File: src/rtl/sprite_mover_if.sv
// sprite_mover_if: command/status handshake, sprite-ROM port and pixel-write bus of sprite_mover.
// master = the mover itself, slave = the surrounding key logic, ROM and VGA adapter.
interface sprite_mover_if #(
    parameter int COLOUR_W = 3,
    parameter int ADDR_W   = 7
);
    logic                start;
    logic                left;
    logic                right;
    logic [COLOUR_W-1:0] romData;
    logic [ADDR_W-1:0]   romAddr;
    logic [7:0]          xout;
    logic [6:0]          yout;
    logic [COLOUR_W-1:0] colourOut;
    logic                drawEn;
    logic                ready;
    logic                busy;
    logic                edgeHit;
    logic [7:0]          posX;

    modport master (
        input  start, left, right, romData,
        output romAddr, xout, yout, colourOut, drawEn, ready, busy, edgeHit, posX
    );

    modport slave (
        output start, left, right, romData,
        input  romAddr, xout, yout, colourOut, drawEn, ready, busy, edgeHit, posX
    );
endinterface

File: src/rtl/sprite_mover.sv
// sprite_mover: clears the screen, draws a ROM sprite at home, then moves it left/right by erase/step/redraw.
// Optional feature macro SPRITE_TRANSPARENT_EN: DRAW suppresses writes of pixels whose colour equals TRANSPARENT.
module sprite_mover #(
    parameter int SCREEN_W    = 160,
    parameter int SCREEN_H    = 120,
    parameter int SPR_W       = 11,
    parameter int SPR_H       = 10,
    parameter int X_START     = 73,
    parameter int Y_START     = 105,
    parameter int STEP        = 5,
    parameter int HOLD_CYCLES = 4,
    parameter int COLOUR_W    = 3,
    parameter int ADDR_W      = 7,
    parameter logic [COLOUR_W-1:0] TRANSPARENT = COLOUR_W'(5)
) (
    input  logic clk,
    input  logic reset,
    sprite_mover_if.master bus
);

    typedef enum logic [2:0] {IDLE, CLEAR, DRAW, READY, ERASE, HOLD} state_t;

    localparam logic [7:0]        CLR_X_LAST = 8'(SCREEN_W - 1);
    localparam logic [6:0]        CLR_Y_LAST = 7'(SCREEN_H - 1);
    localparam logic [7:0]        SPR_X_LAST = 8'(SPR_W - 1);
    localparam logic [6:0]        SPR_Y_LAST = 7'(SPR_H - 1);
    localparam logic [7:0]        HOME_X     = 8'(X_START);
    localparam logic [6:0]        HOME_Y     = 7'(Y_START);
    localparam logic signed [8:0] POS_MAX    = 9'(SCREEN_W - SPR_W);
    localparam logic signed [8:0] STEP_S     = 9'(STEP);
    localparam logic [15:0]       HOLD_LAST  = 16'(HOLD_CYCLES - 1);

`ifdef SPRITE_TRANSPARENT_EN
    localparam bit KEY_EN = 1'b1;
`else
    localparam bit KEY_EN = 1'b0;
`endif

    state_t              state;
    logic [7:0]          posX;
    logic [7:0]          target;
    logic [7:0]          cntX;
    logic [6:0]          cntY;
    logic [ADDR_W-1:0]   romAddr;
    logic                scanning;
    logic                moved;
    logic [15:0]         holdCnt;
    logic                ready;
    logic                busy;
    logic                edgeHit;
    logic [7:0]          xout;
    logic [6:0]          yout;
    logic                vld_p1;
    logic                colSel_p1;

    logic signed [8:0]   posS;
    logic [7:0]          cmdTarget;
    logic                xWrap;
    logic                scanLast;
    logic                isKey;

    function automatic logic [7:0] clampPos(input logic signed [8:0] t);
        if (t < 0)
            return 8'd0;
        else if (t > POS_MAX)
            return POS_MAX[7:0];
        else
            return t[7:0];
    endfunction

    always_comb begin
        posS = $signed({1'b0, posX});
        if (bus.left)
            cmdTarget = clampPos(posS - STEP_S);
        else
            cmdTarget = clampPos(posS + STEP_S);
    end

    always_comb begin
        xWrap    = 1'b0;
        scanLast = 1'b0;
        if (state == CLEAR) begin
            xWrap    = (cntX == CLR_X_LAST);
            scanLast = xWrap && (cntY == CLR_Y_LAST);
        end else begin
            xWrap    = (cntX == SPR_X_LAST);
            scanLast = xWrap && (cntY == SPR_Y_LAST);
        end
    end

    always_ff @(posedge clk or negedge reset) begin
        if (!reset) begin
            state     <= IDLE;
            posX      <= HOME_X;
            target    <= HOME_X;
            cntX      <= 8'd0;
            cntY      <= 7'd0;
            romAddr   <= '0;
            scanning  <= 1'b0;
            moved     <= 1'b0;
            holdCnt   <= 16'd0;
            ready     <= 1'b0;
            busy      <= 1'b0;
            edgeHit   <= 1'b0;
            xout      <= 8'd0;
            yout      <= 7'd0;
            vld_p1    <= 1'b0;
            colSel_p1 <= 1'b0;
        end else begin
            vld_p1    <= 1'b0;
            colSel_p1 <= 1'b0;
            edgeHit   <= 1'b0;
            case (state)
                IDLE: begin
                    if (bus.start) begin
                        state    <= CLEAR;
                        busy     <= 1'b1;
                        scanning <= 1'b1;
                        cntX     <= 8'd0;
                        cntY     <= 7'd0;
                        romAddr  <= '0;
                    end
                end
                CLEAR, DRAW, ERASE: begin
                    if (scanning) begin
                        // Stage 0 -> 1: scan position of cycle k becomes the pixel presented in cycle k+1
                        vld_p1    <= 1'b1;
                        colSel_p1 <= (state == DRAW);
                        if (state == CLEAR) begin
                            xout <= cntX;
                            yout <= cntY;
                        end else begin
                            xout    <= posX + cntX;
                            yout    <= HOME_Y + cntY;
                            romAddr <= romAddr + ADDR_W'(1);
                        end
                        if (xWrap) begin
                            cntX <= 8'd0;
                            cntY <= cntY + 7'd1;
                        end else begin
                            cntX <= cntX + 8'd1;
                        end
                        if (scanLast)
                            scanning <= 1'b0;
                    end else begin
                        // Extra cycle lets the last pixel leave the pipeline before the next pass starts
                        scanning <= 1'b1;
                        cntX     <= 8'd0;
                        cntY     <= 7'd0;
                        romAddr  <= '0;
                        case (state)
                            CLEAR: begin
                                state <= DRAW;
                                posX  <= HOME_X;
                                moved <= 1'b0;
                            end
                            ERASE: begin
                                state <= DRAW;
                                posX  <= target;
                            end
                            default: begin
                                if (moved) begin
                                    state   <= HOLD;
                                    holdCnt <= 16'd0;
                                end else begin
                                    state <= READY;
                                    busy  <= 1'b0;
                                    ready <= 1'b1;
                                end
                            end
                        endcase
                    end
                end
                READY: begin
                    if (bus.left ^ bus.right) begin
                        if (cmdTarget == posX) begin
                            edgeHit <= 1'b1;
                        end else begin
                            target <= cmdTarget;
                            moved  <= 1'b1;
                            state  <= ERASE;
                            ready  <= 1'b0;
                            busy   <= 1'b1;
                        end
                    end
                end
                HOLD: begin
                    if (holdCnt == HOLD_LAST) begin
                        state <= READY;
                        busy  <= 1'b0;
                        ready <= 1'b1;
                    end else begin
                        holdCnt <= holdCnt + 16'd1;
                    end
                end
                default: state <= IDLE;
            endcase
        end
    end

    // Stage 1: colour comes straight from the ROM, which answers one cycle after romAddr
    assign isKey         = colSel_p1 && (bus.romData == TRANSPARENT);
    assign bus.colourOut = colSel_p1 ? bus.romData : '0;
    assign bus.drawEn    = vld_p1 && !(KEY_EN && isKey);
    assign bus.xout      = xout;
    assign bus.yout      = yout;
    assign bus.romAddr   = romAddr;
    assign bus.ready     = ready;
    assign bus.busy      = busy;
    assign bus.edgeHit   = edgeHit;
    assign bus.posX      = posX;

endmodule

File: src/flat_wrapper.sv
// flat-port wrapper written by rule: the top's interface ports become plain ports
module sprite_mover_flat 
#(
    parameter int SCREEN_W    = 160,
    parameter int SCREEN_H    = 120,
    parameter int SPR_W       = 11,
    parameter int SPR_H       = 10,
    parameter int X_START     = 73,
    parameter int Y_START     = 105,
    parameter int STEP        = 5,
    parameter int HOLD_CYCLES = 4,
    parameter int COLOUR_W    = 3,
    parameter int ADDR_W      = 7,
    parameter logic [COLOUR_W-1:0] TRANSPARENT = COLOUR_W'(5)
)
  (clk, reset, bus_start, bus_left, bus_right, bus_romData, bus_romAddr, bus_xout, bus_yout, bus_colourOut, bus_drawEn, bus_ready, bus_busy, bus_edgeHit, bus_posX);
  sprite_mover_if #(.COLOUR_W(COLOUR_W), .ADDR_W(ADDR_W)) bus_i ();
  input  logic clk;
  input  logic reset;
  input wire logic [$bits(bus_i.start)-1:0] bus_start;
  input wire logic [$bits(bus_i.left)-1:0] bus_left;
  input wire logic [$bits(bus_i.right)-1:0] bus_right;
  input wire logic [$bits(bus_i.romData)-1:0] bus_romData;
  output wire logic [$bits(bus_i.romAddr)-1:0] bus_romAddr;
  output wire logic [$bits(bus_i.xout)-1:0] bus_xout;
  output wire logic [$bits(bus_i.yout)-1:0] bus_yout;
  output wire logic [$bits(bus_i.colourOut)-1:0] bus_colourOut;
  output wire logic [$bits(bus_i.drawEn)-1:0] bus_drawEn;
  output wire logic [$bits(bus_i.ready)-1:0] bus_ready;
  output wire logic [$bits(bus_i.busy)-1:0] bus_busy;
  output wire logic [$bits(bus_i.edgeHit)-1:0] bus_edgeHit;
  output wire logic [$bits(bus_i.posX)-1:0] bus_posX;
  assign bus_i.start = bus_start;
  assign bus_i.left = bus_left;
  assign bus_i.right = bus_right;
  assign bus_i.romData = bus_romData;
  assign bus_romAddr = bus_i.romAddr;
  assign bus_xout = bus_i.xout;
  assign bus_yout = bus_i.yout;
  assign bus_colourOut = bus_i.colourOut;
  assign bus_drawEn = bus_i.drawEn;
  assign bus_ready = bus_i.ready;
  assign bus_busy = bus_i.busy;
  assign bus_edgeHit = bus_i.edgeHit;
  assign bus_posX = bus_i.posX;
  sprite_mover #(.SCREEN_W(SCREEN_W), .SCREEN_H(SCREEN_H), .SPR_W(SPR_W), .SPR_H(SPR_H), .X_START(X_START), .Y_START(Y_START), .STEP(STEP), .HOLD_CYCLES(HOLD_CYCLES), .COLOUR_W(COLOUR_W), .ADDR_W(ADDR_W), .TRANSPARENT(TRANSPARENT)) u_core (.clk(clk), .reset(reset), .bus(bus_i));
endmodule
File: config.mk
export PLATFORM = sky130hd
export DESIGN_NAME = sprite_mover_flat
export DESIGN_NICKNAME = d
export VERILOG_FILES = /design/src/rtl/sprite_mover_if.sv /design/src/rtl/sprite_mover.sv /design/src/flat_wrapper.sv
export SDC_FILE = /design/constraint.sdc
export NUM_CORES = 1
export LEC_CHECK = 0
export BUFFER_PORTS_ARGS = -buffer_cell sky130_fd_sc_hd__buf_2
export CAP_MARGIN = 15
export CELL_PAD_IN_SITES_DETAIL_PLACEMENT = 1
export CELL_PAD_IN_SITES_GLOBAL_PLACEMENT = 1
export CORE_ASPECT_RATIO = 0.9
export CORE_MARGIN = 1.5
export CORE_UTILIZATION = 46
export DETAILED_ROUTE_END_ITERATION = 10
export PLACE_DENSITY_LB_ADDON = 0.1
export SETUP_SLACK_MARGIN = 0.2
export SYNTH_ARGS = -nofsm -noshare
export SYNTH_HDL_FRONTEND = slang
export SYNTH_SLANG_ARGS = --single-unit
File: constraint.sdc
create_clock -name clk -period 4.05 [get_ports clk]
set_clock_uncertainty 0.2 [all_clocks]
set_input_delay 0.6075 -clock clk [delete_from_list [all_inputs] [get_ports clk]]
set_output_delay 0.6075 -clock clk [all_outputs]
set_load 0.05 [all_outputs]
==> flow_summary.toml <==
[placed_design]
port_buffers = 44
place.gp.congestion = 0.9027
dpl-instance-area_sq_um = 5542
hpwlAfterDp_um = 10440

[pwr]
pwr-share-clk_pct = 23.7
p_int_mw = 1.882
comb_power_share_pct = 42.9
finalPower_mw = 3.476
p_seq_share_pct = 33.3
peakVddDrop_mv = 0.3414
p_switching_mw = 1.595
switching_share_pct = 45.88
power_density_nw_per_um2 = 593.7
p_leak_nw = 2.642

[floorplan]
fp.dieH_um = 103.6
die_w_um = 114.8
coreArea_sq_um = 10900
initial_core_util_pct = 47.46
die_area_sq_um = 11890
rows = 36
ios = 45

[cts]
cts_buffers = 9
htreeDepth = 3
clk_latency_ns = 0.35
postCtsSetupRepairBufs = 0
cts_root_buffer = "clkbuf_16"
clock_sinks = 79
cts_tree = "yes"
cts_buffer_depth = 2
cts_hold_repair.buffers = 0
clk_pin_slew_worst_paths_ns = 0.06

[critical_path]
crit_type = "flop to flop"
rr_startpoint = "u_core.bus.posX[0]"
crit_required_ns = 4.08
critPathLaunchType = "flop"
cp_max_fo = 9
ff2ff_setup_slack_ns = 0.35
crit_path_end_kind = "flop"
r2r_cells = 11
rr_endpoint = "u_core.target[1]"
critPathArrivalTime_ns = 3.73

[yosys]
yosysWarningCount = 0
synth-compound-area-share_pct = 22.35
synth_edf_count = 0
async_flop_share_pct = 100.0
synth_area_sq_um = 5174
synthFlopType = "dfrtp_1"
ys_ff_latch = 79
ys_seq_area_share_pct = 38.36
synth_mux_area_share_pct = 2.225
synth_top_family_by_area = "compound AO/OA/AOI/OAI gates"
avgSynthCellArea_sq_um = 8.580
synth_fa_ha_area_share_pct = 4.256
synthSimpleGateAreaFrac_pct = 21.81
synth_cell_type_count = 70
synthXorXnorAreaFrac_pct = 6.094
syn_nets = 628
syn_inst = 603

[global_routing]
overflow = 0
antenna_found_initial = 0
met3_usage_pct = 5.383
use_met2_pct = 42.94
first_global_vias = 4881
busiest_layer = "met2"
grt_pass1_wl_um = 24500
track_usage_pct = 26.06
grt_use_met1_pct = 34.30
grt_max_degree = 67

[sta]
max_freq_mhz = 270.4
finalHoldViolations = 0
period_share_pct = 91.31
rsz0062_at_grt = "false"
setup_tns_ns = 0
slew_viol_final = 0
period_minus_slack_ns = 3.698
max-slew-margin-rel_pct = 42.25
setup_violations = 0
worst_pin_slew_ns = 0.8662

[detailed_routing]
vias = 4623
wirelength_um = 14650
drt_iter0_markers = 231
drtPass1Iterations = 4
drc = 0
vias_per_cell = 5.808
postRouteAntennaNets = 0
avgRoutedWirePerCell_um = 18.40

[layout]
nets = 664
layout-drive-gt1-share_pct = 16.15
diodes = 0
final_util_pct = 53.72
fin_area_sq_um = 5856
area_growth_syn_to_layout_pct = 13.18
filler_cell_count = 1337
final_common_cell = "dfrtp_1"
layout_common_cells = "dfrtp_1 (73), nand2_1 (69), o21ai_0 (68), nor2_1 (57), buf_2 (43)"

[hold_path]
min_path_type = "input port to async pin"

[job]
drv_cap = 0

[outcome]
status = "complete, no violations"
==> synthesized netlist by cell type, types with 5 or more instances <==
cell	instances	share of area [%]
clkbuf_1	19	1.4
or3_1	8	0.97
o22ai_1	8	0.97
dfrtp_1	73	35
a22o_1	5	0.85
dfstp_2	6	3.0
a21oi_1	29	2.8
buf_2	8	0.77
o21ai_0	68	6.6
nor2b_1	9	1.1
mux2_4	5	1.5
nand2b_1	11	1.3
and2_1	8	0.97
ha_1	16	3.9
o31ai_1	5	0.73
a31oi_1	8	0.97
a21o_1	5	0.73
nor3_1	6	0.58
nand2_1	69	5.0
nor4_1	7	0.85
nand4_1	6	0.73
inv_1	26	1.9
nor2_1	57	4.1
xnor2_1	17	2.9
and3_1	8	0.97
nand3_1	23	2.2
xor2_1	19	3.2
==> sequential cells by signal (all words and copies together), names as in the netlist, 3 cells and up <==
| register | flops |
|---|---|
| u_core.holdCnt | 16 |
| u_core.bus.posX | 8 |
| u_core.bus.xout | 8 |
| u_core.cntX | 8 |
| u_core.target | 8 |
| u_core.bus.romAddr | 7 |
| u_core.bus.yout | 7 |
| u_core.cntY | 7 |
| u_core.state | 3 |
==> how the worst max path moves through the flow <==
stage | startpoint | end | slack, ns | depth (start not counted)
finish | u_core.bus.posX[0] | u_core.target[1] | 0.35 | 11
global route | u_core.bus.posX[0] | u_core.target[7] | 0.24 | 12
CTS | u_core.bus.posX[0] | u_core.target[1] | 0.26 | 11
detailed placement | u_core.bus.posX[0] | u_core.target[4] | 0.26 | 11
global placement | u_core.bus.posX[0] | u_core.target[7] | 0.39 | 11
floorplan | u_core.bus.posX[1] | u_core.target[5] | 0.23 | 12
==> critical path, stage by stage, from the launching register on <==
cell       delay (ns)
dfstp_2          0.53
inv_1            0.06
ha_1             0.38
a2111oi_1        0.53
o22ai_2          0.20
a21oi_4          0.29
o32ai_4          0.14
xnor2_1          0.17
nor4_2           0.36
a31oi_4          0.25
nand2_8          0.18
mux2_4           0.31
==> routing by layer <==
| layer | vias up | part of all wire (%) |
|---|---|---|
| met5 | - | 0 |
| met4 | 0 | 2.4 |
| met3 | 33 | 3.8 |
| met2 | 87 | 48 |
| met1 | 2306 | 46 |
| li1 | 2197 | - |
==> timing repair <==
item / CTS / global route
hold endpoints to repair: 0 / 0
endpoints found under the setup margin: 0 / 6
resized for setup: 0 / 4
==> power by group through the flow <==
stage	logic, mW	clock network [mW]	registers (mW)
global route	1.66	0.877	1.19
CTS	1.51	0.836	1.16
detailed placement	1.48	0	1.17
finish	1.49	0.825	1.16
global placement	1.43	0	1.16
floorplan	0.918	0	1.32
==> metrics by stage <==
stage | hold slack, ns | instances | setup WS, ns
6_report | 0.1607 | 796 | 0.3518
5_1_grt | 0.2288 | 796 | 0.2419
4_1_cts | 0.2077 | 796 | 0.2565
3_5_place_dp | 0.2668 | 780 | 0.2642
3_3_place_gp | 0.2572 | 780 | 0.3931
2_1_floorplan | 0.1119 | 603 | 0.2332
==> area by class of cell <==
type / instances / area, sq um / area share, %
Inverter: 26 / 97.59 / 1.667
Multi-Input combinational cell: 465 / 2959 / 50.53
Sequential cell: 79 / 1984 / 33.89
Timing Repair Buffer: 58 / 327.8 / 5.598
Tap cell: 152 / 190.2 / 3.248
Clock buffer: 10 / 229.0 / 3.910
Clock inverter: 6 / 67.56 / 1.154
==> logic make-up (layout without fill, tap and decap cells) <==
kind of cell    Yosys count  count (layout)
compound gates          174             174
xor+xnor                 36              36
fa+ha+maj                17              17
buf+inv                  59             100
flops                    79              79
mux                       9               9
simple gates            229             229
Note: power is estimated with default switching activity, not from simulation.
